`src/rtl/shift_sequencer.sv`:
```
`default_nettype none
// +----------------------------------------------------------------------------+
// | shift_sequencer: valid/ready front-end for a 16-bit logical-right barrel   |
// | shifter, adding rotate-right and out-of-range amounts. Option macro:       |
// | SHIFT_STATS_EN adds the op_count result counter.                           |
// | Revision: 1.0                                                              |
// +----------------------------------------------------------------------------+
module shift_sequencer #(
  parameter int unsigned WIDTH  = 16,
  parameter int unsigned STAT_W = 16
) (
  input  logic              clk,
  input  logic              rst,
  input  logic              in_valid,
  output logic              in_ready,
  input  logic [WIDTH-1:0]  in_data,
  input  logic [4:0]        in_amt,
  input  logic              in_op,
  output logic              out_valid,
  input  logic              out_ready,
  output logic [WIDTH-1:0]  out_data,
  output logic [WIDTH-1:0]  sh_in,
  output logic [3:0]        sh_ctrl,
  input  logic [WIDTH-1:0]  sh_out
`ifdef SHIFT_STATS_EN
  ,
  output logic [STAT_W-1:0] op_count
`endif
);

  typedef enum logic [1:0] {
    S_IDLE  = 2'd0,
    S_PASS1 = 2'd1,
    S_PASS2 = 2'd2,
    S_DONE  = 2'd3
  } state_t;

  if (WIDTH != 16 || STAT_W < 1) begin : g_bad_cfg
    $error("shift_sequencer: WIDTH must be 16 and STAT_W at least 1");
  end

  state_t           state_q;
  logic [WIDTH-1:0] opnd_q;
  logic             op_q;
  logic [3:0]       n_q;
  logic [WIDTH-1:0] acc_q;
  logic [WIDTH-1:0] out_data_q;
  logic             out_valid_q;
  logic [WIDTH-1:0] sh_in_q;
  logic [3:0]       sh_ctrl_q;

  function automatic logic [WIDTH-1:0] rev(input logic [WIDTH-1:0] x);
    logic [WIDTH-1:0] r;
    for (int i = 0; i < WIDTH; i++) r[i] = x[WIDTH-1-i];
    return r;
  endfunction

  assign in_ready  = (state_q == S_IDLE) && !rst;
  assign out_valid = out_valid_q;
  assign out_data  = out_data_q;
  assign sh_in     = sh_in_q;
  assign sh_ctrl   = sh_ctrl_q;

  // Rotate right by n = (x >> n) | rev(rev(x) >> (16 - n)); second pass supplies the wrapped bits.
  always_ff @(posedge clk or posedge rst) begin
    if (rst) begin
      state_q     <= S_IDLE;
      opnd_q      <= '0;
      op_q        <= 1'b0;
      n_q         <= 4'd0;
      acc_q       <= '0;
      out_data_q  <= '0;
      out_valid_q <= 1'b0;
      sh_in_q     <= '0;
      sh_ctrl_q   <= 4'd0;
    end else begin
      case (state_q)
        S_IDLE: begin
          if (in_valid) begin
            if (!in_op && in_amt[4]) begin
              out_data_q  <= '0;
              out_valid_q <= 1'b1;
              state_q     <= S_DONE;
            end else begin
              opnd_q    <= in_data;
              op_q      <= in_op;
              n_q       <= in_amt[3:0];
              sh_in_q   <= in_data;
              sh_ctrl_q <= in_amt[3:0];
              state_q   <= S_PASS1;
            end
          end
        end
        S_PASS1: begin
          acc_q <= sh_out;
          if (!op_q || (n_q == 4'd0)) begin
            out_data_q  <= sh_out;
            out_valid_q <= 1'b1;
            sh_in_q     <= '0;
            sh_ctrl_q   <= 4'd0;
            state_q     <= S_DONE;
          end else begin
            sh_in_q   <= rev(opnd_q);
            sh_ctrl_q <= 4'd0 - n_q;
            state_q   <= S_PASS2;
          end
        end
        S_PASS2: begin
          out_data_q  <= acc_q | rev(sh_out);
          out_valid_q <= 1'b1;
          sh_in_q     <= '0;
          sh_ctrl_q   <= 4'd0;
          state_q     <= S_DONE;
        end
        S_DONE: begin
          if (out_ready) begin
            out_valid_q <= 1'b0;
            state_q     <= S_IDLE;
          end
        end
        default: state_q <= S_IDLE;
      endcase
    end
  end

`ifdef SHIFT_STATS_EN
  logic [STAT_W-1:0] op_count_q;

  always_ff @(posedge clk or posedge rst) begin
    if (rst) begin
      op_count_q <= '0;
    end else if (out_valid_q && out_ready && !(&op_count_q)) begin
      op_count_q <= op_count_q + 1'b1;
    end
  end

  assign op_count = op_count_q;
`endif

endmodule
`default_nettype wire

```
`config.mk`:
```
export PLATFORM = sky130hd
export DESIGN_NAME = shift_sequencer
export DESIGN_NICKNAME = d
export VERILOG_FILES = /design/src/rtl/shift_sequencer.sv
export SDC_FILE = /design/constraint.sdc
export NUM_CORES = 1
export LEC_CHECK = 0
export ABC_AREA = 1
export CORE_MARGIN = 2
export CORE_UTILIZATION = 30
export DETAILED_ROUTE_END_ITERATION = 8
export PLACE_DENSITY = 0.57
export SKIP_CTS_REPAIR_TIMING = 1
export SYNTH_ARGS = -nofsm -noshare
export SYNTH_HDL_FRONTEND = slang
export SYNTH_SLANG_ARGS = --single-unit
```
`constraint.sdc`:
```
create_clock -name clk -period 2.35 [get_ports clk]
set_input_delay 0.47 -clock clk [delete_from_list [all_inputs] [get_ports clk]]
set_output_delay 0.47 -clock clk [all_outputs]
set_load 0.1 [all_outputs]
```
==> run_results.csv <==
group,metric,value,unit
outcome,outcome,"complete, no violations",
worst_setup_path,cp.required,1.88,ns
synthesis,syn-cell-area,3600,um^2
clocking,cts.path.max_buffers,2,
clocking,root_buffer,"sky130_fd_sc_hd__clkbuf_16",
worst_setup_path,timing.critical_path.fanout_max,5,
synthesis,synth_seq_cells,76,
clocking,clock_sink_count,76,
layout,fill_cells,1192,
sta,finalSetupViolations,0,
routing,drc,0,
layout,final_common_cell,"sky130_fd_sc_hd__nor2_1",
worst_setup_path,cp.buffers_inverters,3,
global_route,globalRoute.totalOverflow,0,
routing,routed_wl,8420,um
synthesis,net_count_synth,502,
sta,post-route-period-util,89.5,%
floorplanning,placeableCoreArea,11900,um^2
floorplanning,fp.dieArea,12900,um^2
clocking,htreeDepth,3,
routing,drt_pass1_iterations,4,
routing,routed_via_density,4.43,
routing,drtIter0Drc,131,
clocking,cts-buffers-inserted,9,
worst_setup_path,slowest_delay,0.44,ns
layout,areaGrowthSynthToFinish,33.8,%
sta,max_slew_margin,66.7,%
floorplanning,pin_count,80,
global_route,grt_util_all_layers,14.1,%
sta,final_layout_setup_total_negative_slack,0,ns
synthesis,synth.avg_cell_area,7.93,um^2
run,maxCapViolations,0,
sta,period_minus_slack,2.10,ns
floorplanning,die_width,114,um
global_route,grt_start_max_net_pins,43,
floorplanning,chipHeight,114,um
clocking,insertion_delay,0.33,ns
synthesis,yosys-top-cells-area,"sky130_fd_sc_hd__dfrtp_1 (53%), sky130_fd_sc_hd__nor2_1 (11%), sky130_fd_sc_hd__o21ai_0 (9.7%), sky130_fd_sc_hd__nand2_1 (8.2%), sky130_fd_sc_hd__inv_1 (6.8%)",
clocking,cts_tree,"yes",
synthesis,netlist_instances,454,
worst_setup_path,critical_path.cell_chain,"inv_1 -> ha_1 -> inv_1 -> nor2_2 -> buf_12",
worst_setup_path,crit_path_top_delay_cell,"sky130_fd_sc_hd__dfrtp_1",
global_route,vias_in_the_first_global_route,3023,
floorplanning,initial_core_util,30.3,%
routing,postRouteAntennaNets,0,
layout,seq_area,1900,um^2
synthesis,synth.largest_area_cell,"sky130_fd_sc_hd__dfrtp_1",
worst_setup_path,crit_path_start_kind,"flip-flop",
floorplanning,placement_rows,40,
routing,wl_per_cell,12.4,um
layout,antenna-diode-count,0,
placement,dp_hpwl,5720,um
synthesis,synth_top_area_share,52.9,%
synthesis,synth_seq_area_share,52.9,%
worst_setup_path,crit_path_frequent_cell,"sky130_fd_sc_hd__inv_1",
worst_setup_path,critical_path_class,"flip-flop to output port",
placement,gp_congestion,0.773,
worst_setup_path,data_arrival_time_of_the_critical_path,1.63,ns
synthesis,synth_cell_type_count,21,
global_route,antenna_found_initial,0,
clocking,cts.reportedPaths.clkPinSlew,0.07,ns
sta,final-hold-violation-count,0,
placement,io_buffer_count,79,
global_route,grt_first_pass_wirelength,14500,um
sta,final-max-slew-violation-count,0,
hold_path,timing.hold.worst.class,"flip-flop to flip-flop",
layout,multi_input_area,1320,um^2
routing,dr_total_vias,3016,
sta,highest_clock_rate,476,MHz
layout,nets,577,
synthesis,yosys_warnings,0,
sta,worst-slew-pin-transition,0.499,ns
sta,finClkSkew,0.00626,ns
worst_setup_path,worstSetupEndpointType,"output port",
layout,final_layout_size_suffix_gt1_share,12.7,%
layout,commonest_non_fill_non_tap_cells_in_the_layout,"sky130_fd_sc_hd__nor2_1 (101), sky130_fd_sc_hd__nand2_1 (79), sky130_fd_sc_hd__dfrtp_1 (76)",
sta,rsz0062_at_grt,"false",
worst_setup_path,cpLargestDelayFamily,"flip-flops",
-- kinds of logic after synthesis --
group,share of synthesized area [%]
simple gates,21.3
compound gates,13.0
buf+inv,10.5
flops,52.9
fa+ha+maj,2.09
xor+xnor,0.243
-- layout make-up --
type | instances | share of cell area [%]
sequential | 76 | 39.5
tap | 147 | 3.82
clock inverter | 7 | 2.57
clock buffer | 9 | 4.68
timing repair buffer | 86 | 16.8
multi-input combinational | 291 | 27.4
inverter | 65 | 5.15
-- layer usage --
| metal | wire length (um) | track usage, % | up-vias |
|---|---|---|---|
| met3 | 448 | 3.67 | 10 |
| met5 | 0 | 0 | - |
| met4 | 109 | 4.63 | 0 |
| met1 | 4070 | 19.0 | 1382 |
| li1 | - | - | 1548 |
| met2 | 3790 | 22.4 | 76 |
-- worst register-to-register path, cell delays in order, from the launching register on --
cell                      delay (ns)
sky130_fd_sc_hd__dfrtp_1        0.44
sky130_fd_sc_hd__inv_1          0.09
sky130_fd_sc_hd__ha_1           0.30
sky130_fd_sc_hd__nand4_1        0.37
sky130_fd_sc_hd__buf_12         0.31
sky130_fd_sc_hd__nor2_1         0.10
sky130_fd_sc_hd__nor2_1         0.05
sky130_fd_sc_hd__nor2_1         0.08
-- registers in the layout, summed over array words and instances, names as in the netlist --
name / flops
op_q: 1
out_valid: 1
acc_q: 16
sh_in: 16
sh_ctrl: 4
opnd_q: 16
state_q: 2
out_data: 16
n_q: 4
-- synthesized netlist by cell type --
master	instances
sky130_fd_sc_hd__ha_1	6
sky130_fd_sc_hd__inv_1	65
sky130_fd_sc_hd__nor2_4	2
sky130_fd_sc_hd__nand3b_1	1
sky130_fd_sc_hd__nand4_1	1
sky130_fd_sc_hd__nor3_1	1
sky130_fd_sc_hd__nand3_1	2
sky130_fd_sc_hd__nand3_2	1
sky130_fd_sc_hd__buf_2	11
sky130_fd_sc_hd__nand2_2	1
sky130_fd_sc_hd__a211oi_1	1
sky130_fd_sc_hd__clkbuf_1	6
sky130_fd_sc_hd__dfrtp_1	76
sky130_fd_sc_hd__xor2_1	1
sky130_fd_sc_hd__a21oi_1	1
sky130_fd_sc_hd__nand3b_4	1
sky130_fd_sc_hd__nor2_1	102
sky130_fd_sc_hd__buf_6	5
sky130_fd_sc_hd__o21ai_0	70
sky130_fd_sc_hd__nand2_1	79
sky130_fd_sc_hd__o21ai_1	21
-- final timing paths --
check                           start     endpoint  slack, ns  cells past startpoint
min in group asynchronous         rst    sh_in[11]       0.56                      2
max                        state_q[0]     in_ready       0.25                      5
max reg2reg                state_q[0]   sh_ctrl[1]       0.53                      7
min reg2reg                opnd_q[15]   opnd_q[15]       0.48                      2
max in group asynchronous         rst  out_data[2]       1.24                      3
min                        opnd_q[15]   opnd_q[15]       0.48                      2
-- through the flow --
step           utilization (%)  hold slack, ns  cells  area (um^2)  setup WS, ns
2_1_floorplan                -           0.453    454         3600         0.284
3_3_place_gp              37.6           0.466    665         4470         0.378
3_5_place_dp              37.6           0.473    665         4470         0.329
4_1_cts                   40.6           0.490    681         4810         0.212
5_1_grt                   40.6           0.512    681         4810         0.115
6_report                  40.6           0.483    681         4810         0.247
Power is left out: the tool's default activity adds up to more than one toggle a clock period on the data nets, which glitch-free logic cannot reach.
